**config.mk**
```make
export PLATFORM = sky130hd
export DESIGN_NAME = twos_comp_to_signmag
export DESIGN_NICKNAME = d
export VERILOG_FILES = /design/src/rtl/twos_comp_to_signmag.sv
export SDC_FILE = /design/constraint.sdc
export NUM_CORES = 1
export LEC_CHECK = 0
export ABC_AREA = 1
export BUFFER_PORTS_ARGS = -buffer_cell sky130_fd_sc_hd__buf_2
export CAP_MARGIN = 10
export CORE_MARGIN = 2
export CORE_UTILIZATION = 50
export CTS_CLUSTER_SIZE = 28
export DETAILED_ROUTE_END_ITERATION = 16
export PLACE_DENSITY_LB_ADDON = 0.05
export SYNTH_ARGS = -nofsm -noshare
export SYNTH_HDL_FRONTEND = slang
export SYNTH_SLANG_ARGS = --single-unit
```
**constraint.sdc**
```tcl
create_clock -name CLK -period 2 [get_ports CLK]
set_input_delay 0.5 -clock CLK [delete_from_list [all_inputs] [get_ports CLK]]
set_output_delay 0.5 -clock CLK [all_outputs]
set_load 0.02 [all_outputs]
```
**src/rtl/twos_comp_to_signmag.sv**
```systemverilog
// Bit-serial two's-complement to sign/magnitude converter, LSB first, using the
// copy-until-first-one-then-invert rule. Fixed latency of WIDTH cycles per operand.
module twos_comp_to_signmag #(
   parameter int WIDTH = 8
) (
   input  logic             CLK,
   input  logic             RESET,
   input  logic             IN_VALID,
   output logic             IN_READY,
   input  logic [WIDTH-1:0] IN_DATA,
   output logic             OUT_VALID,
   input  logic             OUT_READY,
   output logic             OUT_SIGN,
   output logic [WIDTH-1:0] OUT_MAG,
   output logic [1:0]       DBG_STATE
);

   // Handshake: a transfer happens on a rising edge where valid && ready are both
   // high. IN_READY is high only in IDLE, OUT_VALID only in DONE; input changes in
   // other states and OUT_READY outside DONE have no effect.

   localparam int CW = (WIDTH > 2) ? $clog2(WIDTH) : 1;
   localparam logic [CW-1:0] LAST_BIT = CW'(WIDTH - 1);

   typedef enum logic [1:0] {
      IDLE  = 2'd0,
      SHIFT = 2'd1,
      DONE  = 2'd2
   } state_t;

   state_t           state_q;
   logic [WIDTH-1:0] shift_q;
   logic [CW-1:0]    cnt_q;
   logic             seen_one_q;
   logic             sign_r_q;
   logic             out_sign_q;
   logic [WIDTH-1:0] out_mag_q;
   logic             bit_d;

   // Negative operands invert every bit after the first 1 seen from the LSB.
   assign bit_d = (sign_r_q & seen_one_q) ? ~shift_q[0] : shift_q[0];

   always_ff @(posedge CLK or negedge RESET) begin
      if (!RESET) begin
         state_q    <= IDLE;
         shift_q    <= '0;
         cnt_q      <= '0;
         seen_one_q <= 1'b0;
         sign_r_q   <= 1'b0;
         out_sign_q <= 1'b0;
         out_mag_q  <= '0;
      end else begin
         case (state_q)
            IDLE: begin
               if (IN_VALID) begin
                  shift_q    <= IN_DATA;
                  sign_r_q   <= IN_DATA[WIDTH-1];
                  cnt_q      <= '0;
                  seen_one_q <= 1'b0;
                  state_q    <= SHIFT;
               end
            end
            SHIFT: begin
               out_mag_q  <= {bit_d, out_mag_q[WIDTH-1:1]};
               shift_q    <= {1'b0, shift_q[WIDTH-1:1]};
               seen_one_q <= seen_one_q | shift_q[0];
               cnt_q      <= cnt_q + 1'b1;
               if (cnt_q == LAST_BIT) begin
                  out_sign_q <= sign_r_q;
                  state_q    <= DONE;
               end
            end
            DONE: begin
               if (OUT_READY) begin
                  state_q <= IDLE;
               end
            end
            default: state_q <= IDLE;
         endcase
      end
   end

   assign IN_READY  = (state_q == IDLE);
   assign OUT_VALID = (state_q == DONE);
   assign OUT_SIGN  = out_sign_q;
   assign OUT_MAG   = out_mag_q;
   assign DBG_STATE = state_q;

endmodule
```
# Word-level counts from Yosys, hierarchy flattened
# Index checks and enable logic that the tools add are counted.
# W data, S select, Z words.
# word_totals
regBits,24
input_bits,12
output_inout_bits,13
word_cells,34
# op_classes
add_sub_neg,1
eq_ne,6
mux,11
n_bitwise,3
n_reduce_logical,6
# op_table
op,n
$pmux W8 S2,1
$mux W8,1
$mux W2,3
$pmux W2 S3,1
$pmux W3 S2,1
$reduce_and A2 Y1,3
$ne A2 B2 Y1 const B,2
$add A3 B1 Y3 const B,1
$eq A3 B3 Y1 const B,1
$mux W3,1
$reduce_and A3 Y1,1
$eq A2 B1 Y1 const B,1
$eq A2 B2 Y1 const B,1
$logic_not A2 Y1,1
$mux W1,2
$ne A2 B1 Y1 const B,1
$pmux W1 S2,1
$reduce_bool A2 Y1,1
$and A1 B1 Y1,1
$not A1 Y1,1
$or A1 B1 Y1,1

# Longest topological paths before layout
# depth
depth_word,3
mapped_depth,6
mapped_depth_nobuf,6

# Worst setup path after synthesis
# OpenSTA, ideal clock, no wires.
# synth_path
path_type,register to output
start,"register state_q[1], in the netlist DBG_STATE[1]"
end,output port OUT_VALID
arrival_time_ns,1.034
t_required_ns,1.500
slack_ns,0.466
stages_incl_launch_ff,4
n_path_buf,1
path_cell_list,dfrtp_1 -> inv_2 -> buf_6 -> nor2_1
# synth_between
elab_chain_cells,1
# synth_lines
item,line,rtl
from (decl),31,state_t state_q;
from (signal assigned),45,state_q <= IDLE;
from (signal assigned),60,state_q <= SHIFT;
from (signal assigned),70,state_q <= DONE;
$eq A2 B2 Y1,84,assign OUT_VALID = (state_q == DONE);
to (decl),11,"output logic OUT_VALID,"
# Every way passes these cells.

# Worst setup path after layout
# layout_path
start,"register state_q[0], in the netlist DBG_STATE[0]"
end,output port OUT_VALID
# Same word-level chain as after synthesis.

==> results_dict.tcl <==
set metrics [dict create \
    wirelength_um 2030 \
    min_period_over_period 0.895 \
    num_antenna_cells 0 \
    place_area_um2 1200 \
    ctsHoldBuffers 0 \
    cts_tree "done" \
    cellLeakagePower_uw 0.000681 \
    drive_above_1_share 0.228 \
    critPathLaunchType "flip-flop" \
    die_h_um 50.9 \
    core_um2 2020 \
    yosysTopAreaCellShare 0.546 \
    rsz0062_at_grt "false" \
    synth.net_count 141 \
    dieArea_um2 2590 \
    synth_cells 127 \
    cts_made_buffers 3 \
    hpwl_um 1440 \
    io_pins 25 \
    synthArstFlopShare 1.00 \
    final_area_um2 1220 \
    nNetsFinal 165 \
    ys_top_cells_by_area "dfrtp_1 (55%), nand2_1 (20%), o21ai_0 (5.5%)" \
    power_density_nw_per_um2 1540 \
    status "complete, no violations" \
    slew_headroom 0.641 \
    worstMarginPinSlew_ps 538 \
    yosysSeqAreaShare 0.546 \
    grt_max_degree 25 \
    pre_cts_slack_ps 498 \
    cp.buffers_inverters 1 \
    hold_path_class "input port to asynchronous set/reset pin" \
    r2r_slack_ps 500 \
    dr.pass1.iters 4 \
    via_per_inst 4.79 \
    drc 0 \
    drt_iter0_drc 5 \
    synth_most_common_cell "nand2_1" \
    drv_cap 0 \
    yosys-top-cells-count "nand2_1 (58), dfrtp_1 (24), o21ai_0 (12)" \
    worst_r2r_path_depth 5 \
    syn2layout_area_growth_pct 11.3 \
    worstSetupPathType "flip-flop to output port" \
    max_freq_mhz 559 \
    yosys_warnings 0 \
    grt_pass1_wl_um 3420 \
    rows 16 \
    finalCriticalPeriod_ps 1790 \
    setup-tns-final_ps 0 \
    post_cts_resized 0 \
    arrival_ps 1290 \
    fp.dieW_um 50.9 \
    ir_worst_vdd_v 0.000971 \
    yosysUniqueCellTypes 17 \
    synthFlopType "dfrtp_1" \
    path_cells "nor2_1 > buf_2" \
    htree_levels 1 \
    vias 843 \
    cpPeakStageDelay_ps 700 \
    slowest_stage "dfrtp_1" \
    r2r-start "DBG_STATE[0]" \
    synth-seq-cells 24 \
    syn_area_um2 1100 \
    hold_viol 0 \
    clockBufferDepth 2 \
    grt-ovfl-total 0 \
    grt_antenna_before_repair 0 \
    required_ps 1500 \
    portBuffers 24 \
    power_uw 1880 \
    finalSetupViolCount 0 \
    cp_max_fo 14 \
    critPathCaptureType "output port" \
    start_util 0.544 \
    fin_ws_ps 210 \
    critical_path_depth 2 \
    yosysTopAreaCell "dfrtp_1" \
    cts_root_buf "clkbuf_4" \
    slew_violations 0 \
    fin_worst_skew_ps 5.30 \
    cts_setup_buffers 0 \
    routedWlPerCell_um 11.5 \
    worstReg2RegEnd "OUT_SIGN" \
    place_congestion 0.729 \
    cts.clk_slew.worst_paths_ps 120 \
    clk_latency_ps 310 \
    grt_usage 0.173 \
    grt_pass1_vias 781 \
    cts_sinks 24 \
    detail-route-antenna-nets 0 \
    avgSynthCellArea_um2 8.66 \
    cp_top_family "flip-flops" \
    synth_edf_count 0 \
]
==> worst max-delay path by stage <==
| stage | start | to | slack [ps] |
|---|---|---|---|
| finish | DBG_STATE[0] | OUT_VALID | 210 |
| global route | DBG_STATE[0] | OUT_VALID | 150 |
| CTS | DBG_STATE[0] | OUT_VALID | 210 |
| detailed placement | DBG_STATE[0] | OUT_SIGN | 500 |
| global placement | DBG_STATE[0] | OUT_SIGN | 560 |
| floorplan | DBG_STATE[1] | OUT_VALID | 470 |
==> report_power, final <==
| part | internal, uW | switching, uW |
|---|---|---|
| Combinational | 281 | 529 |
| Clock | 70.3 | 134 |
| Sequential | 694 | 170 |
==> placed cells by master (no fill, tap or decap) <==
cell type,synthesis,layout
nand2_1,58,58
dfrtp_1,24,24
buf_2,0,24
o21ai_0,12,12
nand3_1,10,10
inv_1,7,7
clkbuf_4,0,3
inv_2,2,2
ha_1,2,2
nor2_4,1,1
nor2_1,1,1
nor2_2,1,1
o21ai_4,1,1
nand2_2,1,1
o21ai_2,1,1
o31ai_1,1,1
==> per-stage QoR <==
step / util / cells / hold slack [ps]
2_1_floorplan: - / 127 / 204
3_3_place_gp: 0.594 / 173 / 460
4_1_cts: 0.605 / 176 / 162
5_1_grt: 0.605 / 176 / 185
3_5_place_dp: 0.594 / 173 / 468
6_report: 0.605 / 176 / 148
==> logic make-up (layout without fill, tap and decap cells) <==
family | count (synthesis) | after routing | share of synthesized area
simple gates | 72 | 72 | 0.268
flops | 24 | 24 | 0.546
buf+inv | 14 | 36 | 0.0785
fa+ha+maj | 2 | 2 | 0.0227
compound gates | 15 | 15 | 0.0842
==> final cells by class <==
| type | count | area (um2) |
|---|---|---|
| clock buffers | 3 | 22.5 |
| fillers | 191 | 798 |
| inverters | 9 | 33.8 |
| multi-input cells | 89 | 413 |
| flip-flops and latches | 24 | 601 |
| well taps | 27 | 33.8 |
| repair buffers | 24 | 120 |
==> state kept, by name, summed over array words and instances (netlist names) <==
signal	flops
OUT_MAG	8
cnt_q	3
shift_q	8
sign_r_q	1
seen_one_q	1
DBG_STATE	2
OUT_SIGN	1
==> worst reg2reg max path, cell delays in order (launching register included) <==
cell	delay, ps
dfrtp_1	700
inv_1	110
nor2_2	340
nand2_1	130
nand2_1	80
nand2_1	50
==> layer usage <==
layer  GRT usage  vias to the layer above  wire length (um)
met5           0                        -                 0
met4      0.0676                        0                12
met3      0.0263                        2               109
met2       0.281                       24               918
met1       0.230                      373               990
li1            -                      444                 -
(Power assumes the default switching activity.)
